===== config.mk =====
export PLATFORM = sky130hd
export DESIGN_NAME = adc_dato_bcd
export DESIGN_NICKNAME = d
export VERILOG_FILES = /design/src/rtl/adc_pkg.sv /design/src/rtl/adc_dato_bcd_add3.sv /design/src/rtl/adc_dato_bcd.sv
export SDC_FILE = /design/constraint.sdc
export NUM_CORES = 1
export LEC_CHECK = 0
export BUFFER_PORTS_ARGS = -buffer_cell sky130_fd_sc_hd__buf_4
export CAP_MARGIN = 20
export CORE_UTILIZATION = 38
export DETAILED_ROUTE_END_ITERATION = 7
export SYNTH_ARGS = -nofsm -noshare
export SYNTH_HDL_FRONTEND = slang
export SYNTH_SLANG_ARGS = --single-unit

===== constraint.sdc =====
create_clock -name Clock_Nexys -period 2.2 [get_ports Clock_Nexys]
set_input_delay 0.22 -clock Clock_Nexys [delete_from_list [all_inputs] [get_ports Clock_Nexys]]
set_output_delay 0.22 -clock Clock_Nexys [all_outputs]
set_load 0.03 [all_outputs]

===== src/rtl/adc_pkg.sv =====
// Shared definitions for the ADC sample to BCD conversion path.
package adc_pkg;

    localparam int ADC_WIDTH  = 12;
    localparam int BCD_DIGITS = 4;

    typedef enum logic [1:0] {
        IDLE  = 2'd0,
        LOAD  = 2'd1,
        SHIFT = 2'd2,
        FIN   = 2'd3
    } state_t;

    localparam logic [3:0] BCD_ADJ_THRESH = 4'd5;
    localparam logic [3:0] BCD_ADJ_ADD    = 4'd3;

endpackage


===== src/rtl/adc_dato_bcd_add3.sv =====
// Double-dabble nibble corrector: adds 3 to any BCD digit of 5 or more.
module bcd_add3
    import adc_pkg::*;
(
    input  logic [3:0] in_i,
    output logic [3:0] out_o
);

    assign out_o = (in_i >= BCD_ADJ_THRESH) ? (in_i + BCD_ADJ_ADD) : in_i;

endmodule


===== src/rtl/adc_dato_bcd.sv =====
// Captures an ADC sample on the rising edge of done and converts it to packed
// BCD with a sequential shift-add-3 engine; result is flagged by bcd_valid.
module adc_dato_bcd
    import adc_pkg::*;
#(
    parameter int WIDTH  = ADC_WIDTH,
    parameter int DIGITS = BCD_DIGITS
) (
    input  logic                  Clock_Nexys,
    input  logic                  Reset,
    input  logic                  done,
    input  logic [WIDTH-1:0]      Dato,
    output logic [4*DIGITS-1:0]   bcd,
    output logic                  bcd_valid,
    output logic                  busy,
    output logic                  overrun
);

    localparam int BW    = 4 * DIGITS;
    localparam int SW    = BW + WIDTH;
    localparam int CNT_W = $clog2(WIDTH) + 1;

    state_t             state_q, state_d;
    logic [SW-1:0]      sreg_q, sreg_d;
    logic [CNT_W-1:0]   cnt_q, cnt_d;
    logic [BW-1:0]      bcd_q, bcd_d;
    logic               valid_q, valid_d;
    logic               ovr_q, ovr_d;
    logic               done_prev_q;

    logic               start;
    logic [SW-1:0]      step_src;
    logic [BW-1:0]      adj;
    logic [SW-1:0]      step_out;

    assign start = done & ~done_prev_q;

    // LOAD feeds the fresh sample straight into the first shift step, so the
    // twelve shifts finish in time for the result to land one cycle after.
    assign step_src = (state_q == LOAD) ? {{BW{1'b0}}, Dato} : sreg_q;

    generate
        for (genvar gi = 0; gi < DIGITS; gi++) begin : g_adj
            bcd_add3 u_add3 (
                .in_i  (step_src[WIDTH + 4*gi +: 4]),
                .out_o (adj[4*gi +: 4])
            );
        end
    endgenerate

    assign step_out = {adj[BW-2:0], step_src[WIDTH-1:0], 1'b0};

    always_comb begin
        state_d = state_q;
        sreg_d  = sreg_q;
        cnt_d   = cnt_q;
        bcd_d   = bcd_q;
        valid_d = 1'b0;
        ovr_d   = ovr_q | (start & (state_q != IDLE));
        case (state_q)
            IDLE: begin
                if (start) begin
                    state_d = LOAD;
                    cnt_d   = '0;
                end
            end
            LOAD: begin
                sreg_d  = step_out;
                cnt_d   = CNT_W'(1);
                state_d = SHIFT;
            end
            SHIFT: begin
                sreg_d = step_out;
                cnt_d  = cnt_q + 1'b1;
                if (cnt_q == CNT_W'(WIDTH - 1)) begin
                    state_d = FIN;
                end
            end
            FIN: begin
                bcd_d   = sreg_q[SW-1 -: BW];
                valid_d = 1'b1;
                state_d = IDLE;
            end
            default: state_d = IDLE;
        endcase
    end

    always_ff @(posedge Clock_Nexys) begin
        if (Reset) begin
            state_q     <= IDLE;
            sreg_q      <= '0;
            cnt_q       <= '0;
            bcd_q       <= '0;
            valid_q     <= 1'b0;
            ovr_q       <= 1'b0;
            done_prev_q <= 1'b1;
        end else begin
            state_q     <= state_d;
            sreg_q      <= sreg_d;
            cnt_q       <= cnt_d;
            bcd_q       <= bcd_d;
            valid_q     <= valid_d;
            ovr_q       <= ovr_d;
            done_prev_q <= done;
        end
    end

    assign bcd       = bcd_q;
    assign bcd_valid = valid_q;
    assign busy      = (state_q != IDLE);
    assign overrun   = ovr_q;

endmodule


# After elaboration in Yosys (flattened, before gate mapping)
# Cells that the tools add are included.
# Widths: inputs -> output; s select.
# totals
ff_bits	53
out_inout_bits	19
# op_classes
addsub	5
n_lt_le_gt_ge	4
n_eq_ne	6
mux	11
bitwise_logic	4
n_reduce_logical	6
# ops
operator	count
$mux 28	1
$ge 4x3->1 const B	4
$pmux 5 s3	1
$add 4x2->4 const B	3
$mux 4	3
$pmux 2 s4	1
$add 5x1->5 const B	1
$eq 5x4->1 const B	1
$mux 5	1
$eq 2x2->1 const B	2
$mux 2	2
$ne 2x2->1 const B	2
$reduce_and 2->1	2
$add 3x2->3 const B	1
$mux 3	1
$reduce_bool 3->1	1
$and 1x1->1	2
$eq 2x1->1 const B	1
$logic_not 2->1	1
$reduce_bool 2->1	1
$reduce_or 2->1	1
$mux 1	1
$not 1->1	1
$or 1x1->1	1

# Depth between registers and ports, before layout
# Gate-level depths: netlist of the first run.
# depth
ltp_word	4
ltp_mapped	10
ltp_nobuf	9

# By module
# Synthesis of the first run repeated with hierarchy kept, for this count alone.
# unflattened
cells_unflattened	296
area_unflattened_um2	2683.8
# modules_own_cells
mod	n_inst	cells_each	area_per_inst_um2
adc_dato_bcd	1	232	2278.4
bcd_add3	4	16	101.3

# Worst setup path after synthesis of the first run
# No wires, ideal clock.
# synth_path
path_kind	reg2reg
start	reg state_q[1]
end	reg sreg_q[14]
arrival_ns	2.195
required_time_ns	2.114
slack_ns	-0.080
stages_incl_launch_ff	10
period_less_slack_ns	2.280
path_cell_list	dfxtp_1 -> inv_1 -> ha_1 -> buf_6 -> clkbuf_1 -> nand2b_1 -> ha_1 -> a311oi_1 -> mux2_2 -> a211oi_1
# synth_via
elab_chain_cells	4
elab_cells_between_ends	7
classes_between	add/sub (1); order compare (1); eq/ne (2); mux (2); reduce/logical (1)
# synth_lines
item	line	text
start, declared	adc_dato_bcd.sv:23	state_t state_q, state_d;
start signal, assigned	adc_dato_bcd.sv:98	state_q <= state_d;
$eq 2x1->1	adc_dato_bcd.sv:40, adc_dato_bcd.sv:60	
$mux 28	adc_dato_bcd.sv:40	assign step_src = (state_q == LOAD) ? {{BW{1'b0}}, Dato} : sreg_q;
$add 4x2->4 or $ge 4x3->1 (tied branches)	adc_dato_bcd_add3.sv:9	assign out_o = (in_i >= BCD_ADJ_THRESH) ? (in_i + BCD_ADJ_ADD) : in_i;
$mux 4	adc_dato_bcd_add3.sv:9	
end signal, assigned	adc_dato_bcd.sv:99	sreg_q <= sreg_d;
end, declared	adc_dato_bcd.sv:24	logic [SW-1:0] sreg_q, sreg_d;
# Several ways; a longest one is shown, not always the timed one.
# A chain may end at the register's enable or synchronous reset.

# Worst setup path after layout of the first run
# layout_path
start	reg state_q[0]
end	reg sreg_q[14]
# Same word-level chain as after synthesis.

==> results of run 1 <==
==> kinds of logic (layout without fill, tap and decap cells) <==
logic type,Yosys count,after routing,share of synthesized area
mux,30,30,0.1123
flops,53,53,0.3937
buf+inv,34,61,0.05199
xor+xnor,5,5,0.01625
fa+ha+maj,11,11,0.05107
simple gates,106,106,0.1959
compound gates,63,63,0.1787
==> synth_stat cells, types with 2 or more instances <==
| master | n |
|---|---|
| nor2b_1 | 9 |
| nand2b_1 | 13 |
| mux2_2 | 2 |
| dfxtp_1 | 53 |
| a21oi_1 | 7 |
| or2_2 | 3 |
| buf_2 | 4 |
| clkbuf_1 | 15 |
| o31ai_1 | 2 |
| xnor2_1 | 5 |
| nor2_1 | 50 |
| o21ai_0 | 8 |
| mux2i_1 | 28 |
| a211oi_1 | 17 |
| a31oi_1 | 3 |
| nand2_1 | 13 |
| inv_1 | 13 |
| nand4b_1 | 2 |
| a21boi_0 | 3 |
| o2111ai_1 | 2 |
| a22oi_1 | 3 |
| a311oi_1 | 3 |
| or2b_1 | 2 |
| nor3b_1 | 2 |
| ha_1 | 11 |
| o32ai_1 | 2 |
| nand3_1 | 4 |
==> placed cells by master, fill, tap and decap left out, drive strengths merged, types with 9 or more instances in the layout <==
cell type | synthesis | layout
dfxtp | 53 | 53
nor2 | 50 | 50
buf | 6 | 42
mux2i | 28 | 28
a211oi | 18 | 18
nand2 | 13 | 13
nand2b | 13 | 13
inv | 13 | 13
ha | 11 | 11
nor2b | 9 | 9
==> power breakdown <==
part / switching, mW / internal, mW
Combinational: 0.820 / 0.657
Clock: 0.293 / 0.210
Sequential: 0.141 / 1.10
Total: 1.25 / 1.97
==> layer usage <==
layer,vias up,GRT usage
met5,-,0
met3,2,0.03524
met2,25,0.2496
met1,958,0.1813
met4,0,0.02273
li1,1116,-
==> through the flow <==
stage | setup WS (ns) | area [sq um] | cells | utilization | TNS (ns)
6_report | 0.1646 | 3157 | 425 | 0.4621 | 0
5_1_grt | -0.003414 | 3157 | 425 | 0.4621 | -0.003414
4_1_cts | 0.02214 | 3132 | 425 | 0.4584 | 0
3_5_place_dp | 0.05555 | 3058 | 419 | 0.4476 | 0
3_3_place_gp | 0.1206 | 3058 | 419 | 0.4476 | 0
2_1_floorplan | 0.01248 | 2701 | 302 | - | 0
==> worst max-delay path: cells and delay by family, from the launching register on <==
kind | cells | cell delay [ns]
buffers and inverters | 1 | 0.06
adder cells (fa/ha/maj) | 2 | 0.46
AND/OR/NAND/NOR | 1 | 0.14
multiplexers | 1 | 0.37
flip-flops | 1 | 0.40
AO/OA/AOI/OAI | 2 | 0.52
==> sequential cells by signal (all words and copies together), names as in the netlist <==
register / count
overrun: 1
cnt_q: 5
bcd_valid: 1
state_q: 2
bcd: 16
done_prev_q: 1
sreg_q: 27
==> layout make-up <==
| type | count | area (sq um) |
|---|---|---|
| flip-flops and latches | 53 | 1061 |
| repair buffers | 42 | 327.8 |
| well taps | 96 | 120.1 |
| inverters | 13 | 48.80 |
| clock buffers | 5 | 68.82 |
| multi-input cells | 215 | 1525 |
| clock inverters | 1 | 5.005 |
| fillers | 703 | 3675 |
==> worst paths after layout <==
| kind | start | to | slack [ns] |
|---|---|---|---|
| hold / removal | done | done_prev_q | 0.13 |
| hold reg to reg | sreg_q[1] | sreg_q[1] | 0.48 |
| setup reg to reg | state_q[0] | sreg_q[14] | 0.16 |
| setup / recovery | state_q[0] | sreg_q[14] | 0.16 |
==> flow_summary.json, run 1 <==
{
  "report.final.slew_viol_count": 0,
  "synth_top_area_share": 0.3937,
  "tightest_slew_ns": 0.5485,
  "clock_sinks": 53,
  "syn_area_sq_um": 2695,
  "top_layer": "met4",
  "core_area_sq_um": 6832,
  "crit_path_end_kind": "flip-flop",
  "holdBufCountCts": 0,
  "path_class": "reg2reg",
  "crit_chain": "ha_4 -> nor2b_1 -> inv_1 -> ha_1 -> a311oi_2 -> mux2_2 -> a211oi_1",
  "ir_worst_vdd_mv": 0.4886,
  "grt_pass1_vias": 1916,
  "initial_utilization": 0.3945,
  "routabilityCongestion": 0.7808,
  "cts_max_level": 2,
  "min_path_cells": 2,
  "nets": 356,
  "dr.pass1.iters": 4,
  "startpoint_type": "flip-flop",
  "synth_fp_nets": 328,
  "dp_hpwl_um": 3525,
  "critPathMaxFanout": 7,
  "vias_per_cell": 4.944,
  "grtUsageTotal": 0.1429,
  "die_y_um": 86.22,
  "status": "complete, no violations",
  "hold_ws_ns": 0.1330,
  "setup_viol": 0,
  "synth_cell_types": 50,
  "cts_max_path_buffers": 2,
  "ys_seq_area_frac": 0.3937,
  "cts_root_buf": "clkbuf_8",
  "ios": 34,
  "cts_tree": "built",
  "route.met3.wl_um": 165,
  "leakagePower_nw": 1.107,
  "post_cts_buffers": 0,
  "cp.required_ns": 2.41,
  "hp-class": "in2reg",
  "clk_pin_slew_ns": 0.09,
  "syn_to_final_growth_pct": 17.13,
  "clock_skew_ns": 0.005610,
  "cp_slowest_stage_delay_ns": 0.40,
  "finalHoldViolCount": 0,
  "synth.area.top_cells": "dfxtp_1 (39%), mux2i_1 (10%), nor2_1 (7.0%)",
  "yosysWarnings": 0,
  "drive_above_1_share": 0.1915,
  "die_area_sq_um": 7433,
  "slew_headroom": 0.6343,
  "die_w_um": 86.22,
  "synth_edf_count": 0,
  "power_density_nw_per_um2": 1020,
  "rr_worst_depth": 7,
  "wl_met2_um": 2426,
  "cap_violations": 0,
  "ys.flop_type": "dfxtp_1",
  "wirelength_met1_um": 2528,
  "syn-instance-count": 302,
  "slowest_stage": "dfxtp_1",
  "grt_max_degree": 54,
  "routedWlPerCell_um": 12.09,
  "finalPower_mw": 3.220,
  "arrival_ns": 2.24,
  "fin_crit_ns": 2.035,
  "clk_latency_ns": 0.29,
  "antenna_found_initial": 0,
  "finalWirelength_um": 5140,
  "vias": 2101,
  "dr.first_iter.drc_count": 86,
  "ctsResizeCount": 0,
  "placementRows": 30,
  "syn_avg_cell_area_sq_um": 8.924,
  "max_freq_ghz": 0.4913,
  "cts_buffers": 5,
  "globalRouteOverflowTotal": 0,
  "yosysTopAreaCell": "dfxtp_1",
  "async_flop_share": 0,
  "grt_pass1_wl_um": 8638,
  "period_share": 0.9252,
  "ant_nets": 0,
  "drcViolationCount": 0,
  "num_antenna_cells": 0,
  "synth-seq-cells": 53,
  "io_buffers": 33
}
No activity file was read; power rests on OpenSTA's default activity.
==> run 2: changes to the inputs <==
- ABC_CLOCK_PERIOD_IN_PS: not set -> 2600
- SKIP_CTS_REPAIR_TIMING: not set -> 1
- clock period: 2.2 -> 2.6 ns (I/O delays scaled with it)
==> run 2 against run 1 <==
  * Sequential share of layout area increased by 0.45 points
  * Clock power increased by 1%
  * Final cell count decreased by 0.71%
  * Register-to-register slack improved by 0.15 ns
  * Power decreased by 15%
  * Hold slack improved by 0.025 ns
  * Die area unchanged
  * Sequential power decreased by 15%
  * Global-route usage increased by 1.4 points
  * Core utilization decreased by 0.60 points
  * Via count increased by 0.76%
  * Critical endpoint is now sreg_q[18]
==> flow_summary.json, run 2 (same netlist as run 1, synthesis figures left out) <==
{
  "dp_hpwl_um": 3623,
  "power_density_nw_per_um2": 880.1,
  "p_clk_frac": 0.186,
  "clock_skew_ns": 0.004796,
  "leakagePower_nw": 1.093,
  "vias_per_cell": 5.017,
  "sw_frac_of_total": 0.3895,
  "r2r_slack_ns": 0.31,
  "cts_buffers": 5,
  "drcViolationCount": 0,
  "netSwitchingPower_mw": 1.068,
  "ir_worst_vdd_mv": 0.4124,
  "clk_pin_slew_ns": 0.09,
  "dr.pass1.iters": 5,
  "dp.cells": 414,
  "mostFrequentLayoutCells": "dfxtp_1 (53), nor2_1 (50), buf_4 (36)",
  "routedWlPerCell_um": 12.76,
  "cp.required_ns": 2.82,
  "seqPwrFrac": 0.383,
  "syn_to_final_growth_pct": 15.60,
  "p_comb_frac": 0.431,
  "num_antenna_cells": 0,
  "routabilityCongestion": 0.7788,
  "core_area_sq_um": 6832,
  "finalHoldViolCount": 0,
  "fillCellCount": 726,
  "die_area_sq_um": 7433,
  "vias": 2117,
  "largest-register": "sreg_q",
  "placementRows": 30,
  "ff_latch_area_sq_um": 1061,
  "clock_sinks": 53,
  "finalNonFillerCells": 422,
  "max_freq_ghz": 0.4375,
  "finalWirelength_um": 5384,
  "dr.first_iter.drc_count": 82,
  "path_class": "reg2reg",
  "crit_path_end_kind": "flip-flop",
  "cts_max_level": 2,
  "initial_utilization": 0.3945,
  "grt_max_degree": 54,
  "setup_tns_ns": 0,
  "setup_viol": 0,
  "cts_tree": "built",
  "startpoint_type": "flip-flop",
  "nets": 351,
  "ios": 34,
  "hp-class": "in2reg",
  "multi_input_area_sq_um": 1494,
  "drive_above_1_share": 0.1687,
  "report.final.slew_viol_count": 0,
  "largest_register_ffs": 27,
  "clk_latency_ns": 0.31,
  "dpl_cell_area_sq_um": 3014,
  "fin_util": 0.4560,
  "die_w_um": 86.22,
  "die_y_um": 86.22,
  "arrival_ns": 2.51,
  "intPower_mw": 1.674,
  "io_buffers": 33,
  "globalRouteOverflowTotal": 0,
  "fin_crit_ns": 2.286,
  "cts_max_path_buffers": 2,
  "ant_nets": 0,
  "critPathMaxFanout": 14,
  "design_area_sq_um": 3115,
  "final_common_cell": "dfxtp_1",
  "grt_pass1_vias": 1968,
  "slew_headroom": 0.6266,
  "grt_pass1_wl_um": 9342,
  "cap_violations": 0,
  "tightest_slew_ns": 0.5601,
  "grtUsageTotal": 0.1569,
  "grt_setup_unrepaired": "no",
  "period_share": 0.8791,
  "status": "complete, no violations",
  "hold_ws_ns": 0.1576,
  "antenna_found_initial": 0,
  "cts_root_buf": "clkbuf_8"
}
## run 2: cell count changes in the layout (fill, tap and decap cells not counted), moves of 2 or more
cell	change
ha_4	-2
ha_1	+2
buf_4	-5
inv_2	-2
inv_1	+2
clkbuf_8	+2
## run 2: worst max-delay path, stage by stage (launching register included)
cell	delay, ns
dfxtp_1	0.39
inv_1	0.11
ha_1	0.28
buf_4	0.21
or2b_1	0.23
ha_1	0.25
a311oi_2	0.38
nand2b_1	0.10
a311oi_1	0.25
## run 2: layout make-up
cell class,count,area share
tap,96,0.03855
clock buffer,7,0.03092
timing repair buffer,37,0.09317
sequential,53,0.3406
multi-input combinational,215,0.4795
inverter,13,0.01566
clock inverter,1,0.001606
## run 2: path summary, 6_finish.rpt
kind,depth (start not counted),end,from
min,2,done_prev_q,done
min reg2reg,2,sreg_q[27],sreg_q[27]
max reg2reg,8,sreg_q[18],state_q[1]
max,8,sreg_q[18],state_q[1]
## run 2: routing by layer
layer | global-route usage | share of wire | routed length (um) | vias up
met2 | 0.2532 | 0.46 | 2467 | 45
met4 | 0.04545 | 0.010 | 55 | 0
met3 | 0.02857 | 0.039 | 212 | 6
met1 | 0.2143 | 0.49 | 2648 | 962
met5 | 0 | 0 | 0 | -
li1 | - | - | - | 1104
## run 2: stage by stage
stage,worst slack [ns],power (mW)
6_report,0.3143,2.742
5_1_grt,0.1180,2.985
4_1_cts,0.3010,2.780
3_5_place_dp,0.3350,2.255
3_3_place_gp,0.4124,2.240
2_1_floorplan,0.3195,1.986
## run 2: power by group through the flow
stage	clock [mW]	combinational (mW)	sequential, mW
2_1_floorplan	0	0.955	1.03
3_3_place_gp	0	1.17	1.07
3_5_place_dp	0	1.19	1.07
4_1_cts	0.534	1.20	1.05
5_1_grt	0.563	1.35	1.07
6_report	0.510	1.18	1.05
